==> src/rtl/fifo_rd_pkg.sv <==
// Shared constants and types for the fifo_512_40bit read-side controller.
package fifo_rd_pkg;
  localparam int RD_BUF_DEPTH = 4;
  localparam int RD_PTR_W     = 2;
  localparam int RD_CNT_W     = 3;
  localparam int RD_DW        = 40;

  typedef logic [RD_DW-1:0] fifo_word_t;
endpackage

==> src/rtl/fifo_512_40bit_reader_if.sv <==
// FIFO read port plus downstream valid/ready stream, seen from the reader (master) or its environment (slave).
interface fifo_512_40bit_reader_if #(
  parameter int DW    = 40,
  parameter int CNT_W = 16
);
  logic             fifo_re;
  logic             fifo_empty;
  logic [DW-1:0]    fifo_dout;
  logic             m_valid;
  logic [DW-1:0]    m_data;
  logic             m_ready;
  logic [CNT_W-1:0] words_out;

  modport master (
    input  fifo_empty, fifo_dout, m_ready,
    output fifo_re, m_valid, m_data, words_out
  );

  modport slave (
    output fifo_empty, fifo_dout, m_ready,
    input  fifo_re, m_valid, m_data, words_out
  );
endinterface

==> src/rtl/fifo_rd_buf.sv <==
// 4-entry circular skid buffer absorbing the FIFO's registered read latency.
module fifo_rd_buf
  import fifo_rd_pkg::*;
#(
  parameter int DW = 40
) (
  input  logic                clk,
  input  logic                rst_n,
  input  logic                flush_i,
  input  logic                push_i,
  input  logic [DW-1:0]       push_data_i,
  input  logic                pop_i,
  output logic [DW-1:0]       data_o,
  output logic [RD_CNT_W-1:0] cnt_o
);
  logic [DW-1:0]       buf_q [RD_BUF_DEPTH];
  logic [RD_PTR_W-1:0] wptr_q, rptr_q;
  logic [RD_CNT_W-1:0] cnt_q, cnt_d;

  // Simultaneous push and pop cancel out.
  always_comb begin
    cnt_d = cnt_q + RD_CNT_W'(push_i) - RD_CNT_W'(pop_i);
  end

  always_ff @(posedge clk or negedge rst_n) begin
    if (!rst_n) begin
      for (int i = 0; i < RD_BUF_DEPTH; i++) buf_q[i] <= '0;
      wptr_q <= '0;
      rptr_q <= '0;
      cnt_q  <= '0;
    end else if (flush_i) begin
      wptr_q <= '0;
      rptr_q <= '0;
      cnt_q  <= '0;
    end else begin
      if (push_i) begin
        buf_q[wptr_q] <= push_data_i;
        wptr_q        <= wptr_q + 1'b1;
      end
      if (pop_i) rptr_q <= rptr_q + 1'b1;
      cnt_q <= cnt_d;
    end
  end

  assign data_o = buf_q[rptr_q];
  assign cnt_o  = cnt_q;
endmodule

==> src/rtl/fifo_512_40bit_reader.sv <==
// Read-side controller for fifo_512_40bit: credit-based re, in-flight tracking, valid/ready output.
module fifo_512_40bit_reader
  import fifo_rd_pkg::*;
#(
  parameter int DW    = 40,
  parameter int CNT_W = 16
) (
  input  logic                  clk,
  input  logic                  rst_n,
  input  logic                  clr,
  fifo_512_40bit_reader_if.master bus
);
  logic                run_q;
  logic                inflight_q;
  logic                push, pop, m_valid;
  logic [RD_CNT_W-1:0] cnt;
  logic [RD_CNT_W:0]   credit;
  logic [CNT_W-1:0]    words_q, words_d;

  // Slots committed = buffered + in flight; re only from registered state, never from m_ready.
  assign credit  = {1'b0, cnt} + {{RD_CNT_W{1'b0}}, inflight_q};
  assign bus.fifo_re = run_q & ~bus.fifo_empty & ~clr
                     & (credit < (RD_CNT_W+1)'(RD_BUF_DEPTH));

  assign push    = inflight_q & ~clr;
  assign m_valid = (cnt != '0);
  assign pop     = m_valid & bus.m_ready;

  always_comb begin
    words_d = words_q;
    if (clr)      words_d = '0;
    else if (pop) words_d = words_q + 1'b1;
  end

  // run_q keeps re low while in reset and releases it on the first clock afterwards.
  always_ff @(posedge clk or negedge rst_n) begin
    if (!rst_n) begin
      run_q      <= 1'b0;
      inflight_q <= 1'b0;
      words_q    <= '0;
    end else begin
      run_q      <= 1'b1;
      inflight_q <= bus.fifo_re;
      words_q    <= words_d;
    end
  end

  fifo_rd_buf #(.DW(DW)) u_buf (
    .clk         (clk),
    .rst_n       (rst_n),
    .flush_i     (clr),
    .push_i      (push),
    .push_data_i (bus.fifo_dout),
    .pop_i       (pop),
    .data_o      (bus.m_data),
    .cnt_o       (cnt)
  );

  assign bus.m_valid   = m_valid;
  assign bus.words_out = words_q;

  a_no_re_when_empty: assert property (@(posedge clk) disable iff (!rst_n)
    !(bus.fifo_re && bus.fifo_empty));
  a_no_capture_when_full: assert property (@(posedge clk) disable iff (!rst_n)
    !(push && cnt == RD_CNT_W'(RD_BUF_DEPTH)));
endmodule

==> src/flat_wrapper.sv <==
// flat-port wrapper written by rule: the top's interface ports become plain ports
module fifo_512_40bit_reader_flat import fifo_rd_pkg::*;
#(
  parameter int DW    = 40,
  parameter int CNT_W = 16
)
  (clk, rst_n, clr, bus_fifo_empty, bus_fifo_dout, bus_m_ready, bus_fifo_re, bus_m_valid, bus_m_data, bus_words_out);
  fifo_512_40bit_reader_if #(.DW(DW), .CNT_W(CNT_W)) bus_i ();
  input  logic clk;
  input  logic rst_n;
  input  logic clr;
  input wire logic [$bits(bus_i.fifo_empty)-1:0] bus_fifo_empty;
  input wire logic [$bits(bus_i.fifo_dout)-1:0] bus_fifo_dout;
  input wire logic [$bits(bus_i.m_ready)-1:0] bus_m_ready;
  output wire logic [$bits(bus_i.fifo_re)-1:0] bus_fifo_re;
  output wire logic [$bits(bus_i.m_valid)-1:0] bus_m_valid;
  output wire logic [$bits(bus_i.m_data)-1:0] bus_m_data;
  output wire logic [$bits(bus_i.words_out)-1:0] bus_words_out;
  assign bus_i.fifo_empty = bus_fifo_empty;
  assign bus_i.fifo_dout = bus_fifo_dout;
  assign bus_i.m_ready = bus_m_ready;
  assign bus_fifo_re = bus_i.fifo_re;
  assign bus_m_valid = bus_i.m_valid;
  assign bus_m_data = bus_i.m_data;
  assign bus_words_out = bus_i.words_out;
  fifo_512_40bit_reader #(.DW(DW), .CNT_W(CNT_W)) u_core (.clk(clk), .rst_n(rst_n), .clr(clr), .bus(bus_i));
endmodule
==> config.mk <==
export PLATFORM = sky130hd
export DESIGN_NAME = fifo_512_40bit_reader_flat
export DESIGN_NICKNAME = d
export VERILOG_FILES = /design/src/rtl/fifo_rd_pkg.sv /design/src/rtl/fifo_512_40bit_reader_if.sv /design/src/rtl/fifo_rd_buf.sv /design/src/rtl/fifo_512_40bit_reader.sv /design/src/flat_wrapper.sv
export SDC_FILE = /design/constraint.sdc
export NUM_CORES = 1
export LEC_CHECK = 0
export BUFFER_PORTS_ARGS = -buffer_cell sky130_fd_sc_hd__buf_2
export CAP_MARGIN = 40
export CELL_PAD_IN_SITES_DETAIL_PLACEMENT = 0
export CELL_PAD_IN_SITES_GLOBAL_PLACEMENT = 1
export CORE_MARGIN = 4
export CORE_UTILIZATION = 54
export CTS_BUF_LIST = sky130_fd_sc_hd__clkbuf_4
export CTS_CLUSTER_SIZE = 12
export DETAILED_ROUTE_END_ITERATION = 7
export PLACE_DENSITY_LB_ADDON = 0.1
export SLEW_MARGIN = 20
export SYNTH_ARGS = -nofsm -noshare
export SYNTH_HDL_FRONTEND = slang
export SYNTH_SLANG_ARGS = --single-unit
==> constraint.sdc <==
create_clock -name clk -period 4.7 [get_ports clk]
set_clock_uncertainty 0.1 [all_clocks]
set_input_delay 0.94 -clock clk [delete_from_list [all_inputs] [get_ports clk]]
set_output_delay 0.94 -clock clk [all_outputs]
set_load 0.02 [all_outputs]
==> run metrics, run 1 <==
IO Count=about 100; Core Box Area=0.0146 mm2; die area=around 0.017 mm2; Worst path max stage delay=roughly 0.67 ns; crit-path cells=buf_16 -> buf_4 -> mux4_2 -> buf_2; placed cell areas=slightly below 0.009 mm2; Worst-Margin Slew=between 0.7 and 0.8 ns; Max-cap violations=0; RD Place Congestion=just over 0.7; first-pass GRT wire length=26.1 mm; top_reg_cell synth=dfrtp_1; Ant. Diodes=0; Setup WS post-layout=1.17 ns; via count=4650; synth top area cells=dfrtp_1 57%, mux2_2 20%, mux4_2 11%, mux2_1 1.8%, buf_2 1.3%; post-synth cell types=36; TritonCTS buffer count=17; post-DR vias/cell=roughly 5.7; Slew Limit Fails=0; worst-path fanout max=12; met1 Use GR=between 20% and 30%; cts repair resizes=0; FF-to-FF End=u_core.u_buf.cnt_o[2]; drc violations=0; status=finished clean; leading cell type by number of instances after synthesis=dfrtp_1; flop2flop setup slack=2.31 ns; Layout Nets=between 600 and 700; root buffer cell=clkbuf_4; Post-Route WL=15.9 mm; Mapped Area=0.00813 mm2; Worst EP arrival=2.49 ns; Reg clk slew, reported paths=about 0.14 ns; initial antenna violation count=0; cts hold-fix bufs=0; largest net degree at the start of global routing=77; final critical-path share of the clock period=75.1%; die width=131 um; vias in the first global route=4932; reg-to-reg critical path startpoint=u_core.u_buf.cnt_o[1]; Max IR drop VDD=0.000307 V; worst reg2reg path depth=8; worst slack at placement=around 1.5 ns; WP data required=approximately 3.7 ns; Total Neg Setup Slack=0 ns; area of the multi-input gates=0.00335 mm2; FF/Latch Area=0.00463 mm2; standard-cell row count=44; met3 usage=between 5 and 6%; Seq/Total Area, Yosys=between 50% and 60%; endpoints failing setup=0; Area Overhead vs Synth=13.5%; Die Y=131 um; Crit Path Class=flip-flop to output pin; RSZ-0062 raised after global routing=no; met2 Track Usage GR=between 30% and 40%; Synth top cells by count=185 x dfrtp_1, 147 x mux2_2, 40 x mux4_2; Max Freq=283 MHz; fin area=0.00923 mm2; Crit. End Element=output pin; Mapped Cells=516; total chip power=4.48 mW; Finished Core Util=63.0%; share of cells above drive strength 1=54.6%; ANT nets after route=0; crit path launch type=flip-flop; # clock sinks=185; Final min period=3.53 ns; Leakage=4.51 nW; htree depth=4; First DRT Iteration DRCs=around 160; Post-synth EDFFs=0; Synth Area per Inst=15.8 um2; GRT Total Usage=20.1%; Max clock buf depth=2; Post-synth ARST share=100%; Initial Util=55.5%; syn_nets=570; Critical-path top delay cell=dfrtp_2; HPWL after DPL=10.5 mm; Yosys reg bits=185; Yosys warnings=0; TritonCTS clock tree=built; Worst slew margin=46.5%; Fillers=1136; busiest grt layer=met2; Tightest Hold Check Type=input pin to asynchronous set/reset pin; Post-CTS Setup Bufs=0; Avg WL per Cell=19.5 um; PD cells=486 mW/mm2; clk_lat worst skew=0.57 ns; 1st-pass router iterations=4; Yosys top cell area share=56.9%; cell accounting for the most synthesized area=dfrtp_1; Port Buf Inserts=102; aggregate global routing overflow=0; final hold violation count=0
## power breakdown
part           leakage [nW]  internal, mW  switching, mW
Sequential             2.47          1.83          0.178
Clock                 0.179         0.486          0.551
Combinational          1.86         0.721          0.716
## critical path: cells and delay by family (launching register included)
family / cells / cell delay [ns]
buffers and inverters: 3 / 0.68
flip-flops: 1 / 0.67
multiplexers: 1 / 0.57
## cells by family after synthesis
family | synth area share, %
other cells | 0.0461
mux | 33.4
flops | 56.9
xor+xnor | 1.29
compound gates | 1.25
fa+ha+maj | 1.48
buf+inv | 2.05
simple gates | 3.62
## final cells by class
type                            instances  share of cell area [%]
Multi-Input combinational cell        294                    36.3
Clock buffer                           18                    1.46
Timing Repair Buffer                  114                    6.93
Tap cell                              184                    2.49
Inverter                                7                   0.285
Clock inverter                         14                    2.40
Sequential cell                       185                    50.2
## flip-flops by register name, indices dropped and copies added (netlist names)
signal                cells
u_core.run_q              1
u_core.u_buf.wptr_q       2
u_core.u_buf.cnt_o        3
u_core.u_buf.rptr_q       2
u_core.u_buf.buf_q      160
u_core.bus.words_out     16
u_core.inflight_q         1
## cells in the final DEF (no fill, tap or decap), drive strengths merged, types with 3 or more instances in the layout
master,Yosys,routed
clkinv,0,4
nand4,7,7
o21ai,7,7
xnor2,4,4
inv,7,9
nand2,11,11
nand3,3,3
clkinvlp,0,3
or3,7,7
mux2,160,160
bufinv,0,5
buf,25,114
and3,3,3
ha,8,8
dfrtp,185,185
nor2,14,14
xor2,8,8
mux4,40,40
a21oi,10,10
clkbuf,5,18
## worst max path at each step
stage / startpoint / endpoint / slack [ns] / cells past startpoint
finish: u_core.u_buf.rptr_q[0] / bus_m_data[14] / 1.17 / 4
global route: u_core.u_buf.rptr_q[0] / bus_m_data[14] / 0.96 / 4
CTS: u_core.u_buf.rptr_q[0] / bus_m_data[14] / 0.90 / 3
detailed placement: clr / u_core.u_buf.buf_q[111] / 1.50 / 5
global placement: clr / u_core.u_buf.buf_q[112] / 1.55 / 5
floorplan: clr / bus_fifo_re / 1.74 / 2
## layer usage
metal | vias up | routed length [um] | share of wire (%)
met3 | 11 | 652 | 4.1
li1 | 2095 | - | -
met5 | - | 0 | 0
met2 | 90 | 7890 | 50
met4 | 0 | 157 | 0.99
met1 | 2454 | 7220 | 45
## stage by stage
stage	hold WS, ns	std cells
final	0.254	816
after global routing	0.260	816
after CTS	0.245	815
after detailed placement	0.382	783
after global placement	0.369	782
after floorplan	0.359	516
Power figures use the tool's default switching activity.
==> run 2, diff against run 1 <==
- ABC_AREA: default -> 1
- CORE_UTILIZATION: 54 -> 46
- clock period: 4.7 -> 3.3 ns (I/O delays scaled with it)
==> run 2 against run 1 <==
Largest cell class unchanged. Critical path type unchanged. Clock power rose by 9%. Via count rose by 43%. Final area rose by 2.1%.
==> run metrics, run 2 <==
cell accounting for the most synthesized area=dfrtp_1 (unchanged); critical path startpoint=u_core.u_buf.rptr_q[0] (unchanged); hold_ws=0.219 ns (was 0.254 ns); Final min period=2.87 ns; Comb power frac=36.5% (was 32.0%); top_reg_cell synth=dfrtp_1 (unchanged); Reg clk slew, reported paths=0.15 ns (was 0.14 ns); Post-synth EDFFs=0 (unchanged); GRT Total Usage=20.1% (about the same); RD Place Congestion=0.746 (was 0.712); synth top area cells=dfrtp_1 54%, nand2_1 8.9%, o21ai_1 7.0%, o21ai_0 5.1%, nor2_1 4.8% (was dfrtp_1 57%, mux2_2 20%, mux4_2 11%, mux2_1 1.8%, buf_2 1.3%); Yosys top cell area share=53.7% (was 56.9%); TritonCTS buffer count=17 (unchanged); fin area=0.00942 mm2 (was 0.00923 mm2); Max-cap violations=0 (unchanged); root buffer cell=clkbuf_4 (unchanged); Worst slew margin=50.6% (was 46.5%); most frequent cells in the layout=204 x nand2_1, 184 x dfrtp_1, 120 x o21ai_1 (was 183 x dfrtp_1, 147 x mux2_2, 101 x buf_2); flop2flop setup slack=1.02 ns (was 2.31 ns); final critical-path share of the clock period=approximately 87%; endpoints failing setup=0 (unchanged); Yosys warnings=0 (unchanged); Slew Limit Fails=0 (unchanged); Post-CTS Setup Bufs=0 (unchanged); Area Overhead vs Synth=9.38% (was 13.5%); Die Y=145 um (was 131 um); Synth Area in Simple Gates=16.8% (was 3.62%); Avg WL per Cell=15.3 um (was 19.5 um); Layout Nets=1101 (was 673); drc violations=0 (unchanged); Tightest Hold Check Type=input pin to flip-flop (was input pin to asynchronous set/reset pin); ANT nets after route=0 (unchanged); Post-synth ARST share=100% (unchanged); Max IR drop VDD=0.000334 V (was 0.000307 V); clk_lat worst skew=0.56 ns (was 0.57 ns); Leakage=4.70 nW (was 4.51 nW); Yosys reg bits=185 (unchanged); share of cells above drive strength 1=19.5% (was 54.6%); FF-to-FF End=u_core.u_buf.cnt_o[2] (unchanged); Largest register FFs=160 (unchanged); worst reg2reg path depth=11 (was 8); First DRT Iteration DRCs=289 (was 163); Mapped Cells=969 (was 516); Worst-Margin Slew=0.742 ns (was 0.799 ns); clock network power share=18.2% (was 23.1%); Total Neg Setup Slack=0 ns (unchanged); commonest non-fill, non-tap cell in the layout=nand2_1 (was dfrtp_1); Post-Route WL=19.7 mm (was 15.9 mm); post-DR vias/cell=5.14 (was 5.70); initial antenna violation count=1 (was 0); Finished Core Util=51.7% (was 63.0%); total chip power=6.20 mW (was 4.48 mW); die width=145 um (was 131 um); RSZ-0062 raised after global routing=no (unchanged); Seq/Total Area, Yosys=53.7% (was 56.9%); WP data required=2.54 ns (was 3.66 ns); post-synthesis mux area share=0% (was 33.4%); post-synth cell types=26 (was 36); worst-path fanout max=60 (was 12); crit path launch type=flip-flop (unchanged); reg-to-reg critical path startpoint=u_core.u_buf.cnt_o[1] (unchanged); sequential power share=45.3% (was 44.9%); Most flops, register=u_core.u_buf.buf_q (unchanged); # clock sinks=185 (unchanged); Synth Area per Inst=8.89 um2 (was 15.8 um2); Mapped Area=0.00861 mm2 (was 0.00813 mm2); Initial Util=47.3% (was 55.5%); Synth Area in Adders=1.39% (was 1.48%); standard-cell row count=49 (was 44); Max clock buf depth=2 (unchanged); TritonCTS clock tree=built (unchanged); PD cells=658 mW/mm2 (was 486 mW/mm2); HPWL after DPL=12.1 mm (was 10.5 mm); Synth Area in XOR/XNOR=0% (was 1.29%); Int Pwr=3.71 mW (was 3.04 mW); Critical-path top delay cell=dfrtp_2 (unchanged); cts repair resizes=0 (unchanged); syn_nets=1023 (was 570); Port Buf Inserts=102 (unchanged); Sw Share=40.1% (was 32.2%); htree depth=4 (unchanged); die area=0.0210 mm2 (was 0.0171 mm2); 1st-pass router iterations=5 (was 4); vias in the first global route=6509 (was 4932); largest family of logic cells by synthesized area=compound AO/OA/AOI/OAI gates (was multiplexers); Crit Path Class=flip-flop to output pin (unchanged); aggregate global routing overflow=0 (unchanged); IO Count=103 (unchanged); Max Freq=348 MHz; via count=6629 (was 4650); Core Box Area=0.0182 mm2 (was 0.0146 mm2); Worst EP arrival=2.11 ns (was 2.49 ns); placed cell areas=0.00914 mm2 (was 0.00885 mm2); NetSw=2.49 mW (was 1.44 mW); CP endpoint=bus_m_data[28] (was bus_m_data[14]); first-pass GRT wire length=33.3 mm (was 26.1 mm); Worst path max stage delay=0.39 ns (was 0.67 ns); Synth Area in Compound Gates=19.7% (was 1.25%); Crit. End Element=output pin (unchanged); status=finished clean (unchanged); leading cell type by number of instances after synthesis=nand2_1 (was dfrtp_1); crit-path cells=buf_4 -> buf_16 -> o21ai_0 -> o22ai_1 -> buf_2 (was buf_16 -> buf_4 -> mux4_2 -> buf_2); largest net degree at the start of global routing=82 (was 77); Synth top cells by count=204 x nand2_1, 185 x dfrtp_1, 120 x o21ai_1 (was 185 x dfrtp_1, 147 x mux2_2, 40 x mux4_2); final hold violation count=0 (unchanged)
## run 2: changes by cell type in the layout (fill, tap and decap cells not counted), sizes merged, moves of 11 or more
cell / previous run / this run
nor2: 14 / 116
o21ai: 7 / 248
nand2: 11 / 213
inv: 9 / 65
mux2: 160 / 0
o22ai: 0 / 40
mux4: 40 / 0
nand3: 3 / 14
## run 2: timing repair
action                                  CTS  global route
hold endpoints to repair                 15             0
hold buffers                              1             0
endpoints found under the setup margin    0             0
## run 2: cell families after synthesis
group,Yosys count
buffers and inverters,125
other,1
AND/OR/NAND/NOR,350
flip-flops,185
adder cells (fa/ha/maj),9
AO/OA/AOI/OAI,299
## run 2: worst min path at each step
stage / from / endpoint / slack (ns) / depth (start not counted)
global route: bus_fifo_empty / u_core.inflight_q / 0.17 / 4
finish: bus_fifo_empty / u_core.inflight_q / 0.22 / 4
detailed placement: u_core.u_buf.buf_q[90] / u_core.u_buf.buf_q[90] / 0.36 / 2
CTS: bus_fifo_empty / u_core.inflight_q / 0.16 / 4
global placement: u_core.u_buf.buf_q[89] / u_core.u_buf.buf_q[89] / 0.36 / 2
floorplan: rst_n / u_core.bus.words_out[0] / 0.26 / 0
## run 2: final cells by class
class                      count  area [um2]
clock buffer                  18         135
clock inverter                14         104
antenna                        1        2.50
multi-input combinational    659        3270
sequential                   185        4630
tap                          229         287
inverter                      64         240
timing repair buffer         120         757
fill                        1788        8790
## run 2: metrics by stage
stage	instances	setup slack, ns
2_1_floorplan	969	1.01
4_1_cts	1288	0.188
5_1_grt	1290	0.267
6_report	1290	0.425
3_3_place_gp	1251	0.871
3_5_place_dp	1255	0.826
## run 2: power by group through the flow
stage / clock (mW) / sequential (mW) / combinational (mW)
after floorplan: 0 / 2.81 / 1.57
after global placement: 0 / 2.85 / 2.26
after detailed placement: 0 / 2.85 / 2.28
after CTS: 1.17 / 2.81 / 2.28
after global routing: 1.27 / 2.85 / 2.55
final: 1.13 / 2.81 / 2.26
## run 2: routing by layer
layer	track usage (%)	wire [um]	up-vias
met3	4.30	838	16
met1	28.6	9690	3128
met5	0	0	-
met2	31.6	9030	119
li1	-	-	3366
met4	4.91	172	0
## run 2: critical path, delay by kind of cell, from the launching register on
family | cells | cell delay [ns]
buf+inv | 3 | 0.74
flops | 1 | 0.39
compound gates | 2 | 0.35
